===== src/rtl/router_inject_ni.sv =====
// Local NI injection stage: buffers client words, prepends a head flit and feeds
// router input port 0 under per-VC credit flow control.
module router_inject_ni #(
  parameter int NUM_VCS      = 4,
  parameter int VC_BUF_DEPTH = 8,
  parameter int FIFO_DEPTH   = 4,
  parameter int DATA_WIDTH   = 64,
  parameter int ADDR_WIDTH   = 4
) (
  input  logic                                            clk,
  input  logic                                            reset,
  input  logic [ADDR_WIDTH-1:0]                           router_address,
  input  logic                                            in_valid,
  output logic                                            in_ready,
  input  logic [DATA_WIDTH-1:0]                           in_data,
  input  logic                                            in_last,
  input  logic [ADDR_WIDTH-1:0]                           in_dest,
  input  logic [$clog2(NUM_VCS)-1:0]                      in_vc,
  output logic [DATA_WIDTH+$clog2(NUM_VCS)+3:0]           channel_out,
  input  logic [$clog2(NUM_VCS):0]                        flow_ctrl_in,
  output logic                                            pkt_sent,
  output logic                                            error,
  output logic [1:0]                                      state_dbg,
  output logic [NUM_VCS*$clog2(VC_BUF_DEPTH+1)-1:0]       credit_dbg
);
  localparam int VCW    = $clog2(NUM_VCS);
  localparam int CW     = $clog2(VC_BUF_DEPTH + 1);
  localparam int PW     = $clog2(FIFO_DEPTH);
  localparam int FLIT_W = DATA_WIDTH + VCW + 4;

  typedef enum logic [1:0] {S_IDLE = 2'd0, S_HEAD = 2'd1, S_BODY = 2'd2} state_t;

  // Client handshake: a word transfers on a rising edge where in_valid && in_ready;
  // in_ready depends only on FIFO occupancy, never on in_valid.
  logic [DATA_WIDTH-1:0] fifo_data [FIFO_DEPTH];
  logic                  fifo_last [FIFO_DEPTH];
  logic [ADDR_WIDTH-1:0] fifo_dest [FIFO_DEPTH];
  logic [VCW-1:0]        fifo_vc   [FIFO_DEPTH];
  logic [PW-1:0]         wr_ptr, rd_ptr;
  logic [PW:0]           count;
  logic                  push, pop, fifo_empty;

  state_t                state, state_next;
  logic [VCW-1:0]        cur_vc;
  logic [ADDR_WIDTH-1:0] cur_dest;
  logic [CW-1:0]         credit [NUM_VCS];
  logic                  credit_ok, latch_pkt, send, tail_send;
  logic [FLIT_W-1:0]     flit_next;

  assign in_ready   = (count != (PW+1)'(FIFO_DEPTH));
  assign push       = in_valid && in_ready;
  assign fifo_empty = (count == '0);
  assign credit_ok  = (credit[cur_vc] != '0);
  assign state_dbg  = state;

  always_ff @(posedge clk) begin
    if (push) begin
      fifo_data[wr_ptr] <= in_data;
      fifo_last[wr_ptr] <= in_last;
      fifo_dest[wr_ptr] <= in_dest;
      fifo_vc[wr_ptr]   <= in_vc;
    end
  end

  always_ff @(posedge clk or negedge reset) begin
    if (!reset) begin
      wr_ptr <= '0;
      rd_ptr <= '0;
      count  <= '0;
    end else begin
      if (push) wr_ptr <= wr_ptr + PW'(1);
      if (pop)  rd_ptr <= rd_ptr + PW'(1);
      case ({push, pop})
        2'b10:   count <= count + (PW+1)'(1);
        2'b01:   count <= count - (PW+1)'(1);
        default: count <= count;
      endcase
    end
  end

  always_ff @(posedge clk or negedge reset) begin
    if (!reset) state <= S_IDLE;
    else        state <= state_next;
  end

  // A tail pop always returns to IDLE, so the next packet's head is examined a cycle later.
  always_comb begin
    state_next = state;
    case (state)
      S_IDLE:  if (!fifo_empty) state_next = S_HEAD;
      S_HEAD:  if (credit_ok) state_next = S_BODY;
      S_BODY:  if (!fifo_empty && credit_ok && fifo_last[rd_ptr]) state_next = S_IDLE;
      default: state_next = S_IDLE;
    endcase
  end

  always_comb begin
    latch_pkt = 1'b0;
    send      = 1'b0;
    pop       = 1'b0;
    tail_send = 1'b0;
    flit_next = '0;
    case (state)
      S_IDLE: latch_pkt = !fifo_empty;
      S_HEAD: begin
        if (credit_ok) begin
          send      = 1'b1;
          flit_next = {1'b1, 1'b1, 1'b0, cur_vc, 1'b0, cur_dest, router_address,
                       {(DATA_WIDTH-2*ADDR_WIDTH){1'b0}}};
        end
      end
      S_BODY: begin
        if (!fifo_empty && credit_ok) begin
          send      = 1'b1;
          pop       = 1'b1;
          tail_send = fifo_last[rd_ptr];
          flit_next = {1'b1, 1'b0, fifo_last[rd_ptr], cur_vc, 1'b0, fifo_data[rd_ptr]};
        end
      end
      default: ;
    endcase
  end

  always_ff @(posedge clk or negedge reset) begin
    if (!reset) begin
      channel_out <= '0;
      pkt_sent    <= 1'b0;
      cur_vc      <= '0;
      cur_dest    <= '0;
    end else begin
      channel_out <= flit_next;
      pkt_sent    <= tail_send;
      if (latch_pkt) begin
        cur_vc   <= fifo_vc[rd_ptr];
        cur_dest <= fifo_dest[rd_ptr];
      end
    end
  end

  // Same-cycle return and spend on one VC cancel; a lone return at full is an overflow.
  always_ff @(posedge clk or negedge reset) begin
    if (!reset) begin
      for (int v = 0; v < NUM_VCS; v++) credit[v] <= CW'(VC_BUF_DEPTH);
      error <= 1'b0;
    end else begin
      for (int v = 0; v < NUM_VCS; v++) begin
        if (flow_ctrl_in[VCW] && (flow_ctrl_in[VCW-1:0] == VCW'(v)) &&
            !(send && (cur_vc == VCW'(v)))) begin
          if (credit[v] == CW'(VC_BUF_DEPTH)) error <= 1'b1;
          else credit[v] <= credit[v] + CW'(1);
        end else if (send && (cur_vc == VCW'(v)) &&
                     !(flow_ctrl_in[VCW] && (flow_ctrl_in[VCW-1:0] == VCW'(v)))) begin
          credit[v] <= credit[v] - CW'(1);
        end
      end
    end
  end

  always_comb begin
    credit_dbg = '0;
    for (int v = 0; v < NUM_VCS; v++) credit_dbg[v*CW +: CW] = credit[v];
  end
endmodule


===== config.mk =====
export PLATFORM = sky130hd
export DESIGN_NAME = router_inject_ni
export DESIGN_NICKNAME = d
export VERILOG_FILES = /design/src/rtl/router_inject_ni.sv
export SDC_FILE = /design/constraint.sdc
export NUM_CORES = 1
export LEC_CHECK = 0
export ABC_AREA = 1
export CORE_AREA = 5 5 179 181
export CTS_CLUSTER_DIAMETER = 200
export DETAILED_ROUTE_END_ITERATION = 10
export DIE_AREA = 0 0 184 186
export PLACE_DENSITY = 0.81
export SLEW_MARGIN = 15
export SYNTH_ARGS = -nofsm -noshare
export SYNTH_HDL_FRONTEND = slang
export SYNTH_SLANG_ARGS = --single-unit

===== constraint.sdc =====
create_clock -name clk -period 4.3 [get_ports clk]
set_input_delay 0.86 -clock clk [delete_from_list [all_inputs] [get_ports clk]]
set_output_delay 0.86 -clock clk [all_outputs]
set_load 0.01 [all_outputs]

Yosys cells after proc, flatten, opt, wreduce, memory -nomap -nowiden --
Memory sizes are Yosys's and may differ from the RTL's. A register that Yosys moved wholly into a read port is not among the register bits. Index checks and enable logic that the tools add are counted.
Operators by class: $add $sub $neg 12, multipliers 0, divide/modulo/power cells 0, order comparisons 1, equality and inequality tests 22, shift operators 0, muxes and demuxes 40, bitwise operators 1, reductions and logical operators 45
Operator list (number):
- $mux 70 | 2
- $pmux 70 s2 | 1
- $mux 4 | 14
- $logic_and 1x1->1 | 19
- $add 4x1->4 const B | 4
- $eq 4x4->1 const B | 4
- $mux 1 | 16
- $sub 4x1->4 const B | 4
- $ne 2x2->1 const B | 7
- $eq 2x2->1 const B | 6
- $logic_not 1->1 | 11
- $reduce_bool 2->1 | 5
- $bmux 4 s2 | 1
- $eq 2x1->1 const B | 4
- $reduce_and 2->1 | 4
- $logic_not 2->1 | 3
- $mux 2 | 3
- $pmux 2 s3 | 1
- $pmux 3 s2 | 1
- $add 2x1->2 const B | 2
- $reduce_bool 4->1 | 1
- $add 3x1->3 const B | 1
- $ge 3x3->1 const B | 1
- $logic_not 3->1 | 1
- other kinds (5) | 5
Storage, ports and cells: bits in registers 97, latch bits 0, RAM bits 284, memory bits (read-only) 0, input bits 81, word-level logic and storage cells 136, memories kept 4
Memory list:
- fifo_data | words 4, width 64, read ports 1, clocked after memory_dff 0, wr ports 1, RTL line 35 | logic [DATA_WIDTH-1:0] fifo_data [FIFO_DEPTH];
- fifo_dest | words 4, width 4, read ports 1, clocked after memory_dff 1, wr ports 1, RTL line 37 | logic [ADDR_WIDTH-1:0] fifo_dest [FIFO_DEPTH];
- fifo_vc | words 4, width 2, read ports 1, clocked after memory_dff 1, wr ports 1, RTL line 38 | logic [VCW-1:0] fifo_vc [FIFO_DEPTH];
- fifo_last | words 4, width 1, read ports 1, clocked after memory_dff 0, wr ports 1, RTL line 36 | logic fifo_last [FIFO_DEPTH];

Depth between registers and ports, before layout --
depth after elaboration 18, gate-level depth with buffers 19

Least setup slack after synthesis --
Ideal clock, no wire load.
kind input to register, start in in_valid, end mem fifo_data[0][0] (enable), setup time 0.501 ns, arrival 4.010 ns, slack -0.210 ns, stages on the path 2, cells stage by stage nand2_1 -> nor2_1
Between the ends: word-level cells in the longest chain between the ends 3
Ends and longest elaborated chain:
- start: declaration | RTL line 13 | input logic in_valid,
- $logic_and 1x1->1 | RTL line 51 | assign push = in_valid && in_ready;
- $mux 1 | RTL line 57 | if (push) begin
- $mux 1 (not written as such) | RTL line 58 | fifo_data[wr_ptr] <= in_data;
- end: declaration | RTL line 35
No other way between the ends.

Worst setup path after layout --
start in flow_ctrl_in[1], end reg credit, in the netlist credit_dbg[15]
Between the ends: word-level cells in the longest chain between the ends 6, elaborated cells between the ends (all ways) 9
Ends and longest elaborated chain:
- start: declaration | RTL line 20 | input logic [$clog2(NUM_VCS):0] flow_ctrl_in,
- $eq 2x2->1 (*) | RTL line 147, 152
- $logic_and 1x1->1 (*) | RTL line 147, 152
- $logic_not 1->1 | RTL line 152 | !(flow_ctrl_in[VCW] && (flow_ctrl_in[VCW-1:0] == VCW'(v)))) begin
- $logic_and 1x1->1 | RTL line 151 | end else if (send && (cur_vc == VCW'(v)) &&
- $reduce_bool 2->1 (no source line)
- $reduce_and 2->1 (no source line)
- end signal: indexed assignment | RTL line 150 | else credit[v] <= credit[v] + CW'(1);
- end signal: indexed assignment | RTL line 153 | credit[v] <= credit[v] - CW'(1);
- end: declaration | RTL line 46 | logic [CW-1:0] credit [NUM_VCS];
Every way passes the cells marked *; elsewhere a longest branch is shown, timed or not. A chain may end at the register's enable or synchronous reset.

==> reports/results.ini <==
[run_status]
status=complete, no violations

[routing]
detail_route.first_pass.iterations=5
viasPerCell=5.36
wl_per_cell_um=18.5
drc=0
first_iter_violations=786
wirelength_um=32800
route.vias.total=9477
ant_nets=0

[clock_tree]
htree_num_levels=2
cts_setup_buffers=0
clockBufferDepth=3
clock-sinks=386
cts.clk_slew.worst_paths_ns=0.06
root_buffer=clkbuf_16
numCtsBuffers=40
insertion_delay_ns=0.52
cts_tree=built
cts_resized=0
ctsHoldBuffers=0

[power]
power.share.combinational_pct=30.3
irDropWorstVdd_mv=0.420
clkPwrFrac_pct=26.6
internal-power_w=0.00819
seqPwrFrac_pct=43.0
swShare_pct=33.8
pwr_density_cell_mw_per_mm2=678
power_switching_w=0.00419
leakage_nw=6.80

[critical_path]
crit_required_ns=4.75
critPathMaxFanout=5
critical_path_class=in -> reg
critPathArrivalTime_ns=3.12
rr_endpoint=cur_dest[2]
crit_path_end_kind=register
r2r_slack_ns=1.69
ff2ff_path_depth=6
r2r_start=rd_ptr[0]
critPathLaunchType=primary input

[synth]
ys_warn_count=0
async_flop_share_pct=26.4
synth_edf_count=284
ys_types=37
synth_area_mm2=0.0148
synth_cells=1166
ys_seq_area_share_pct=74.7
ys_ff_latch=386
synth_nets=1269
ys.flop_type=edfxtp_1
syn_avg_cell_area_um2=12.7

[finish]
fill_cells=2267
final_cell_mix=edfxtp_1 (284), nor2_1 (259), clkdlybuf4s50_1 (169)
final_common_cell=edfxtp_1
area_growth_pct=23.0
postLayoutCoreUtil_pct=60.3
drive_gt1_share_pct=7.96
fin_nets=1442
fin_area_mm2=0.0183

[placed_design]
io_buffers=170
pre_cts_slack_ns=1.12
finalWeightedCongestion=0.786
postPlaceCellArea_mm2=0.0170
dp_hpwl_um=19700

[timing]
fin_crit_ns=2.67
rsz0062_at_grt=no
report.final.slew_viol_count=0
clock.fmax_mhz=375
setup_ws_ns=1.63
fin_tns_setup_ns=0
worst_pin_slew_ns=0.942
setup_viol=0
hold_viol=0
relSlewSlack_pct=37.2
skew_ns=0.0182
fin_crit_sh_pct=62.0

[global_routing]
grt.total_usage_pct=19.1
grt_pass1_vias=9741
globalRouteOverflowTotal=0
antenna_found_initial=3
grt_pass1_wl_um=51700
grt_max_degree=75

[min_path]
hold_path_class=in -> async

[die]
start_util_pct=49.1
core-area_mm2=0.0303
fp.dieArea_mm2=0.0342
die_h_um=186
fp.dieW_um=184
rows=64
pin_count=172

[run]
maxCapViolations=0

==> routing by layer <==
layer / global-route usage, % / wire length, um
met3: 4.91 / 2660
met1: 24.1 / 12700
met5: 0 / 27
met4: 5.24 / 674
met2: 33.1 / 16700
==> cell families after synthesis <==
group / after synthesis / synth area share, %
flip-flops: 386 / 74.7
adder cells (fa/ha/maj): 22 / 2.11
other: 1 / 0.0253
XOR/XNOR: 13 / 0.767
AND/OR/NAND/NOR: 401 / 11.2
buffers and inverters: 107 / 2.81
AO/OA/AOI/OAI: 236 / 8.39
==> registers in the layout (all words and copies together), names as in the netlist, 2 cells and up <==
| signal | cells |
|---|---|
| fifo_last | 4 |
| state_dbg | 2 |
| count | 3 |
| channel_out | 69 |
| fifo_data | 256 |
| cur_vc | 2 |
| fifo_dest | 16 |
| credit_dbg | 16 |
| fifo_vc | 8 |
| wr_ptr | 2 |
| rd_ptr | 2 |
| cur_dest | 4 |
==> worst max-delay path by stage <==
stage	from	endpoint
floorplan	in_valid	fifo_data[0][0]
finish	flow_ctrl_in[1]	credit_dbg[15]
global placement	flow_ctrl_in[1]	credit_dbg[15]
global route	flow_ctrl_in[1]	credit_dbg[15]
CTS	flow_ctrl_in[1]	credit_dbg[15]
detailed placement	flow_ctrl_in[1]	credit_dbg[15]
==> power by group through the flow <==
| stage | logic (W) | registers (W) | clock network (W) |
|---|---|---|---|
| after detailed placement | 0.00375 | 0.00540 | 0 |
| after CTS | 0.00379 | 0.00533 | 0.00335 |
| final | 0.00375 | 0.00533 | 0.00330 |
| after global routing | 0.00418 | 0.00541 | 0.00351 |
| after floorplan | 0.00234 | 0.00537 | 0 |
| after global placement | 0.00360 | 0.00536 | 0 |
==> layout make-up <==
cell class | count | area (um2) | area share (%)
antenna | 2 | 5.00 | 0.0274
clock buffer | 59 | 1120 | 6.15
clock inverter | 14 | 133 | 0.726
inverter | 52 | 199 | 1.09
multi-input combinational | 673 | 3390 | 18.5
sequential | 386 | 11100 | 60.7
tap | 396 | 495 | 2.71
timing repair buffer | 186 | 1830 | 10.0
==> critical path, stage by stage <==
cell,delay [ns]
clkdlybuf4s50_1,0.51
inv_1,0.08
nor3_1,0.39
nand2_1,0.24
ha_1,0.38
nand2_1,0.07
nand2_1,0.04
a31oi_1,0.18
nand3_1,0.13
nand3_1,0.12
nand2_1,0.05
nand2_1,0.06
==> cell usage after synthesis, types with 2 or more instances <==
master	n	area share, %
nor3_1	5	0.17
nand4_1	4	0.17
clkbuf_1	43	1.1
dfrtp_1	98	17
xnor2_1	3	0.18
nand2_2	6	0.25
nand3_4	2	0.24
o21ai_1	4	0.13
nor2_4	2	0.15
nand3_2	4	0.27
nor2_1	263	6.6
fa_1	5	0.67
nand2_4	2	0.15
nand3_1	22	0.74
ha_1	17	1.4
buf_2	10	0.34
o22ai_1	11	0.46
o21ai_0	139	4.7
inv_1	45	1.1
nand3b_1	4	0.20
inv_2	6	0.15
edfxtp_1	284	57
dfstp_2	4	0.71
nand2_1	84	2.1
a32o_1	8	0.54
a21oi_1	68	2.3
xor2_1	10	0.59
a31oi_1	4	0.17
==> through the flow <==
stage	hold WS [ns]	std cells	power, W
floorplan	0.469	1166	0.00772
global placement	0.478	1693	0.00896
detailed placement	0.482	1693	0.00915
CTS	0.492	1766	0.0125
global route	0.519	1767	0.0131
finish	0.465	1768	0.0124
Note: power is estimated with default switching activity, not from simulation.
